===== src/rtl/mem_req_arbiter_pkg.sv =====
// Shared types and constants for the three-channel memory request arbiter.
package mem_arb_pkg;

  localparam int unsigned STATE_W   = 3;
  localparam int unsigned N_CH      = 3;
  localparam int unsigned CH_W      = 2;
  localparam int unsigned COV_IDX_W = 9;

  typedef enum logic [STATE_W-1:0] {
    IDLE  = 3'd0,
    ARB   = 3'd1,
    XFER  = 3'd2,
    DONE  = 3'd3,
    ABORT = 3'd4
  } state_e;

  localparam logic [CH_W-1:0] CH_SDRAM = 2'd0;
  localparam logic [CH_W-1:0] CH_FLASH = 2'd1;
  localparam logic [CH_W-1:0] CH_ROM   = 2'd2;

  typedef struct packed {
    state_e          state;
    logic [CH_W-1:0] grant;
    logic [1:0]      beat_cnt;
    logic [CH_W-1:0] rr_ptr;
  } cov_idx_t;

  // First valid channel after ptr, wrapping back to ptr itself last.
  function automatic logic [CH_W-1:0] rr_pick(input logic [CH_W-1:0] ptr,
                                              input logic [N_CH-1:0] valid);
    case (ptr)
      CH_SDRAM: rr_pick = valid[CH_FLASH] ? CH_FLASH : valid[CH_ROM]   ? CH_ROM   : CH_SDRAM;
      CH_FLASH: rr_pick = valid[CH_ROM]   ? CH_ROM   : valid[CH_SDRAM] ? CH_SDRAM : CH_FLASH;
      default:  rr_pick = valid[CH_SDRAM] ? CH_SDRAM : valid[CH_FLASH] ? CH_FLASH : CH_ROM;
    endcase
  endfunction

endpackage


===== src/rtl/mem_req_arbiter_if.sv =====
// Request-side and sink-side signals of the memory request arbiter.
interface mem_req_arbiter_if #(parameter int unsigned DATA_W = 4);
  import mem_arb_pkg::*;

  logic [N_CH-1:0]        req_valid;
  logic [N_CH*DATA_W-1:0] req_data;
  logic [N_CH-1:0]        req_ready;
  logic                   out_ready;
  logic                   out_valid;
  logic [DATA_W-1:0]      out_data;
  logic [CH_W-1:0]        out_src;
  logic [N_CH-1:0]        starve;
  logic                   abort;
  logic [COV_IDX_W-1:0]   coverage;
  logic [COV_IDX_W-1:0]   io_cov_sum;

  modport master (
    output req_valid, req_data, out_ready,
    input  req_ready, out_valid, out_data, out_src, starve, abort, coverage, io_cov_sum
  );

  modport slave (
    input  req_valid, req_data, out_ready,
    output req_ready, out_valid, out_data, out_src, starve, abort, coverage, io_cov_sum
  );

endinterface


===== src/rtl/mem_req_arbiter_covmap.sv =====
// Coverage map: counts distinct arbiter state indices seen since the last meta_reset.
module mem_arb_covmap
  import mem_arb_pkg::*;
(
  input  logic                 clock,
  input  logic                 meta_reset,
  input  cov_idx_t             cov_idx,
  output logic [COV_IDX_W-1:0] covsum
);

  logic [COV_IDX_W-1:0]      idx_q;
  logic [(1<<COV_IDX_W)-1:0] map_q;

  // No functional reset: the map must survive arbiter resets.
  always_ff @(posedge clock) begin
    idx_q <= cov_idx;
    if (meta_reset) begin
      map_q  <= '0;
      covsum <= '0;
    end else if (!map_q[idx_q]) begin
      map_q[idx_q] <= 1'b1;
      covsum       <= covsum + COV_IDX_W'(1);
    end
  end

endmodule


===== src/rtl/mem_req_arbiter.sv =====
// Round-robin burst arbiter for SDRAM/FLASH/ROM onto one sink, with starvation flags.
// Define ARB_COVERAGE_EN to build the state-coverage map behind coverage/io_cov_sum.
module mem_req_arbiter
  import mem_arb_pkg::*;
#(
  parameter int unsigned DATA_W     = 4,
  parameter int unsigned BURST      = 4,
  parameter int unsigned STARVE_MAX = 15
) (
  input logic              clock,
  input logic              reset,
  input logic              meta_reset,
  mem_req_arbiter_if.slave bus
);

  localparam int unsigned BEAT_W = 2;
  localparam int unsigned WAIT_W = 4;
  localparam logic [BEAT_W-1:0] LAST_BEAT = BEAT_W'(BURST - 1);
  localparam logic [WAIT_W-1:0] WAIT_SAT  = WAIT_W'(STARVE_MAX);

  state_e                      state_q, state_d;
  logic [CH_W-1:0]             grant_q, grant_d;
  logic [CH_W-1:0]             rr_q, rr_d;
  logic [BEAT_W-1:0]           beat_q, beat_d;
  logic [N_CH-1:0][WAIT_W-1:0] wait_q, wait_d;

  logic [N_CH-1:0][DATA_W-1:0] ch_data;
  logic                        any_req;
  logic                        gnt_valid;

  assign ch_data   = bus.req_data;
  assign any_req   = |bus.req_valid;
  assign gnt_valid = bus.req_valid[grant_q];

  always_ff @(posedge clock or negedge reset) begin
    if (!reset) begin
      state_q <= IDLE;
      grant_q <= CH_SDRAM;
      rr_q    <= CH_ROM;
      beat_q  <= '0;
      wait_q  <= '0;
    end else begin
      state_q <= state_d;
      grant_q <= grant_d;
      rr_q    <= rr_d;
      beat_q  <= beat_d;
      wait_q  <= wait_d;
    end
  end

  always_comb begin
    state_d       = state_q;
    grant_d       = grant_q;
    rr_d          = rr_q;
    beat_d        = beat_q;
    wait_d        = wait_q;
    bus.out_valid = 1'b0;
    bus.out_data  = '0;
    bus.out_src   = '0;
    bus.req_ready = '0;
    bus.abort     = 1'b0;

    case (state_q)
      IDLE: if (any_req) state_d = ARB;
      ARB: begin
        if (any_req) begin
          grant_d = rr_pick(rr_q, bus.req_valid);
          beat_d  = '0;
          state_d = XFER;
        end else begin
          state_d = IDLE;
        end
      end
      XFER: begin
        bus.out_valid          = gnt_valid;
        bus.out_data           = ch_data[grant_q];
        bus.out_src            = grant_q;
        bus.req_ready[grant_q] = bus.out_ready;
        if (!gnt_valid) begin
          state_d = (beat_q != '0) ? ABORT : IDLE;
        end else if (bus.out_ready) begin
          beat_d = beat_q + BEAT_W'(1);
          if (beat_q == LAST_BEAT) state_d = DONE;
        end
      end
      DONE: begin
        rr_d    = grant_q;
        state_d = any_req ? ARB : IDLE;
      end
      ABORT: begin
        bus.abort = 1'b1;
        rr_d      = grant_q;
        state_d   = IDLE;
      end
      default: state_d = IDLE;
    endcase

    // Waiting = requesting but not the channel currently streaming.
    for (int i = 0; i < int'(N_CH); i++) begin
      if (!bus.req_valid[i] || (state_q == ARB && state_d == XFER && grant_d == CH_W'(i))) begin
        wait_d[i] = '0;
      end else if (!(state_q == XFER && grant_q == CH_W'(i)) && wait_q[i] != WAIT_SAT) begin
        wait_d[i] = wait_q[i] + WAIT_W'(1);
      end
    end
  end

  always_comb begin
    for (int i = 0; i < int'(N_CH); i++) bus.starve[i] = (wait_q[i] == WAIT_SAT);
  end

`ifdef ARB_COVERAGE_EN
  cov_idx_t             cov_idx;
  logic [COV_IDX_W-1:0] covsum;

  always_comb begin
    cov_idx.state    = state_q;
    cov_idx.grant    = grant_q;
    cov_idx.beat_cnt = beat_q;
    cov_idx.rr_ptr   = rr_q;
  end

  mem_arb_covmap u_covmap (
    .clock      (clock),
    .meta_reset (meta_reset),
    .cov_idx    (cov_idx),
    .covsum     (covsum)
  );

  assign bus.coverage   = covsum;
  assign bus.io_cov_sum = covsum;
`else
  logic unused_meta_reset;
  assign unused_meta_reset = meta_reset;
  assign bus.coverage      = '0;
  assign bus.io_cov_sum    = '0;
`endif

endmodule


===== src/flat_wrapper.sv =====
// flat-port wrapper written by rule: the top's interface ports become plain ports
module mem_req_arbiter_flat import mem_arb_pkg::*;
#(
  parameter int unsigned DATA_W     = 4,
  parameter int unsigned BURST      = 4,
  parameter int unsigned STARVE_MAX = 15
)
  (clock, reset, meta_reset, bus_req_valid, bus_req_data, bus_out_ready, bus_req_ready, bus_out_valid, bus_out_data, bus_out_src, bus_starve, bus_abort, bus_coverage, bus_io_cov_sum);
  mem_req_arbiter_if #(.DATA_W(DATA_W)) bus_i ();
  input logic clock;
  input logic reset;
  input logic meta_reset;
  input wire logic [$bits(bus_i.req_valid)-1:0] bus_req_valid;
  input wire logic [$bits(bus_i.req_data)-1:0] bus_req_data;
  input wire logic [$bits(bus_i.out_ready)-1:0] bus_out_ready;
  output wire logic [$bits(bus_i.req_ready)-1:0] bus_req_ready;
  output wire logic [$bits(bus_i.out_valid)-1:0] bus_out_valid;
  output wire logic [$bits(bus_i.out_data)-1:0] bus_out_data;
  output wire logic [$bits(bus_i.out_src)-1:0] bus_out_src;
  output wire logic [$bits(bus_i.starve)-1:0] bus_starve;
  output wire logic [$bits(bus_i.abort)-1:0] bus_abort;
  output wire logic [$bits(bus_i.coverage)-1:0] bus_coverage;
  output wire logic [$bits(bus_i.io_cov_sum)-1:0] bus_io_cov_sum;
  assign bus_i.req_valid = bus_req_valid;
  assign bus_i.req_data = bus_req_data;
  assign bus_i.out_ready = bus_out_ready;
  assign bus_req_ready = bus_i.req_ready;
  assign bus_out_valid = bus_i.out_valid;
  assign bus_out_data = bus_i.out_data;
  assign bus_out_src = bus_i.out_src;
  assign bus_starve = bus_i.starve;
  assign bus_abort = bus_i.abort;
  assign bus_coverage = bus_i.coverage;
  assign bus_io_cov_sum = bus_i.io_cov_sum;
  mem_req_arbiter #(.DATA_W(DATA_W), .BURST(BURST), .STARVE_MAX(STARVE_MAX)) u_core (.clock(clock), .reset(reset), .meta_reset(meta_reset), .bus(bus_i));
endmodule

===== config.mk =====
export PLATFORM = sky130hd
export DESIGN_NAME = mem_req_arbiter_flat
export DESIGN_NICKNAME = d
export VERILOG_FILES = /design/src/rtl/mem_req_arbiter_pkg.sv /design/src/rtl/mem_req_arbiter_if.sv /design/src/rtl/mem_req_arbiter_covmap.sv /design/src/rtl/mem_req_arbiter.sv /design/src/flat_wrapper.sv
export SDC_FILE = /design/constraint.sdc
export NUM_CORES = 1
export LEC_CHECK = 0
export ABC_AREA = 0
export CAP_MARGIN = 20
export CORE_MARGIN = 2
export CORE_UTILIZATION = 41
export DETAILED_ROUTE_END_ITERATION = 16
export PLACE_DENSITY = 0.76
export SYNTH_ARGS = -nofsm -noshare
export SYNTH_HDL_FRONTEND = slang
export SYNTH_SLANG_ARGS = --single-unit

===== constraint.sdc =====
create_clock -name clock -period 1.5 [get_ports clock]
set_input_delay 0.225 -clock clock [delete_from_list [all_inputs] [get_ports clock]]
set_output_delay 0.225 -clock clock [all_outputs]
set_load 0.01 [all_outputs]

==> qor.yml <==
status:
  status: "complete, but fails checks"
  violations: "negative setup slack"
finish:
  drive_above_1_share_pct: 36.7
  stdcell_count: 296
  final_nets: 273
  final_cell_mix: "36 x buf_4, 19 x dfrtp_1, 18 x nor2_1, 18 x conb_1, 17 x clkdlybuf4s50_1"
  insertedDiodeCount: 0
  final_common_cell: "buf_4"
  design_area_sq_mm: 0.00226
  synthToLayoutAreaGrowth_pct: 47.0
setup_path:
  cp_num_cells: 4
  crit_chain: "or3b_4 > buf_6 > nor2_2 > buf_2"
  cp-end-kind: "output pin"
  cp_slowest_cell: "or3b_4"
  critPathMaxStageDelay_ps: 430
  startpoint_type: "register"
  r2r_start: "u_core.state_q[0]"
  path_delay_family: "simple AND/OR/NAND/NOR gates"
  crit_fanout: 5
  path_class: "register to output pin"
  critPathCapture: "bus_out_data[0]"
  worst-path-buf-inv: 2
  reg2reg_depth: 8
  reg2reg_slack_ps: -110
  crit_required_ps: 1270
  r2r_end: "u_core.wait_q[9]"
  crit_arrival_ps: 1470
  startpoint: "u_core.state_q[2]"
synthesis:
  avgSynthCellArea_sq_um: 8.85
  syn-instance-count: 174
  synth_edf_count: 0
  synth_top_area_cell: "dfrtp_1"
  synth_seq_cells: 21
  synth_top_area_share_pct: 32.5
  async_reset_ff_share_pct: 100
  syn_area_sq_mm: 0.00154
  ys_warn_count: 0
  yosysSeqAreaShare_pct: 34.2
  synth.distinct_cells: 44
  synth_flop_cell: "dfrtp_1"
  netlist_top_cells_area: "dfrtp_1 32%, buf_4 9.3%, mux2i_1 6.5%"
placement:
  dp.cells: 276
  dpl_cell_area_sq_mm: 0.00202
  io_buffers: 31
  hpwlAfterDp_um: 2540
  gp_congestion: 0.857
  dp_slack_ps: -432
power_and_ir_drop:
  vdd_drop_max_uv: 1010
  p_comb_share_pct: 62.5
  intPower_w: 0.00212
  switching_share_pct: 39.6
  pwr-share-seq_pct: 26.6
  power_density_mw_per_mm2: 1550
  power_leakage_nw: 1.14
  pwr-share-clk_pct: 10.8
  p_sw_w: 0.00139
timing:
  rsz0062_at_grt: "true"
  final-setup-viol-count: 18
  clock_skew_ps: 4.02
  finalSetupTns_ps: -1960
  finalMaxSlewViolations: 0
  finalCriticalPeriod_ps: 1700
  fin_crit_sh_pct: 113
  clock.fmax_mhz: 589
  whs_ps: 316
  finalHoldViolCount: 0
  setup_ws_ps: -199
detailed_routing:
  drc: 0
  ant_nets: 0
  drt_first_pass_iters: 4
  routedWlPerCell_um: 13.1
  drtIter0Drc: 54
  routed_via_density: 4.96
  num_vias: 1467
  wl_um: 3870
floorplan:
  fp.dieW_um: 65.3
  die_y_um: 65.3
  initial_core_util_pct: 42.4
  core_sq_mm: 0.00363
  dieArea_sq_mm: 0.00426
  num_io_pins: 51
  num_rows: 22
job:
  max_cap_viol_count: 0
global_route:
  grt-ovfl-total: 0
  antenna_found_initial: 0
  grt_pass1_wl_um: 6620
  grt_pass1_vias: 1541
  gr-usage-all-layers_pct: 19.7
  grt_max_degree: 22
clock_tree:
  h-tree-depth: 1
  cts_buffer_depth: 2
  cts_buffers: 3
  clkSinkCount: 21
  clkTransAtPathRegs_ps: 80
  cts_root_buf: "clkbuf_8"
  cts_tree: "built"
  clkLatencyLatePin_ps: 260
hold_path:
  hold_class: "input port to asynchronous set/reset pin"
## cell usage after synthesis (2+ instances only)
master	count
nor2_1	21
dfrtp_1	20
buf_4	19
a21oi_1	14
mux2i_1	10
nand2_1	10
inv_1	7
and3_1	6
o21ai_0	6
ha_1	5
nand3_1	4
nor2b_1	4
nor3_1	4
a211oi_1	3
buf_6	3
xnor2_1	3
xor2_1	3
a21o_1	2
and4b_1	2
buf_2	2
nand3b_1	2
nor3b_1	2
## kinds of logic (layout without fill, tap and decap cells)
group	Yosys count	after routing	synth area share (%)
muxes	11	11	7.23
adders and majority gates	5	5	4.06
AOI/OAI and AO/OA	33	33	13.2
and+or+nand+nor	64	64	23.1
buffers and inverters	33	90	14.5
xor gates and xnor gates	6	6	3.41
other	1	18	0.243
DFF	21	21	34.2
## worst register-to-register path: stages, from the launching register on
cell and delay (ps):
dfrtp_1 400, buf_6 130, nor3b_4 190, buf_6 150
buf_6 110, buf_6 110, a21o_1 170, mux2i_1 190
nor2_1 50
## final cells by class
| type | count | area, sq um |
|---|---|---|
| multi-input cells | 137 | 952 |
| flip-flops and latches | 21 | 528 |
| well taps | 48 | 60.1 |
| inverters | 7 | 26.3 |
| repair buffers | 79 | 652 |
| fillers | 316 | 1370 |
| clock buffers | 4 | 45.0 |
## registers in the layout (all words and copies together) (netlist names)
name,cells
u_core.state_q,3
u_core.wait_q,12
u_core.beat_q,2
u_core.rr_q,2
u_core.grant_q,2
## power by group through the flow
stage,logic [W],registers (W),clock network (W)
detailed placement,0.00169,0.000933,0
finish,0.00220,0.000937,0.000381
CTS,0.00199,0.000918,0.000387
floorplan,0.00114,0.000874,0
global placement,0.00166,0.000928,0
global route,0.00242,0.000963,0.000420
## what timing repair did
item,CTS,global route
setup endpoints to repair,21,30
hold buffers,0,0
setup buffers,15,5
gates resized for setup,70,21
pin swaps,13,11
## worst min path at each step
| stage | startpoint | endpoint | slack, ps |
|---|---|---|---|
| 2_1_floorplan | reset | u_core.beat_q[0] | -70 |
| 3_3_place_gp | u_core.beat_q[0] | u_core.beat_q[0] | 500 |
| 3_5_place_dp | u_core.beat_q[0] | u_core.beat_q[0] | 510 |
| 4_1_cts | reset | u_core.wait_q[7] | 320 |
| 5_1_grt | reset | u_core.wait_q[7] | 350 |
| 6_report | reset | u_core.wait_q[7] | 320 |
## layer usage
layer | wire length [um] | global-route usage (%)
met4 | 32 | 6.77
met2 | 2000 | 34.1
met5 | 0 | 0
met3 | 199 | 3.08
met1 | 1640 | 24.9
## stage by stage
stage / util, % / total power (W)
detailed placement: 55.5 / 0.00262
CTS: 60.1 / 0.00329
floorplan: - / 0.00201
global placement: 55.5 / 0.00259
finish: 62.3 / 0.00352
global route: 62.3 / 0.00380
Power figures use the tool's default switching activity.
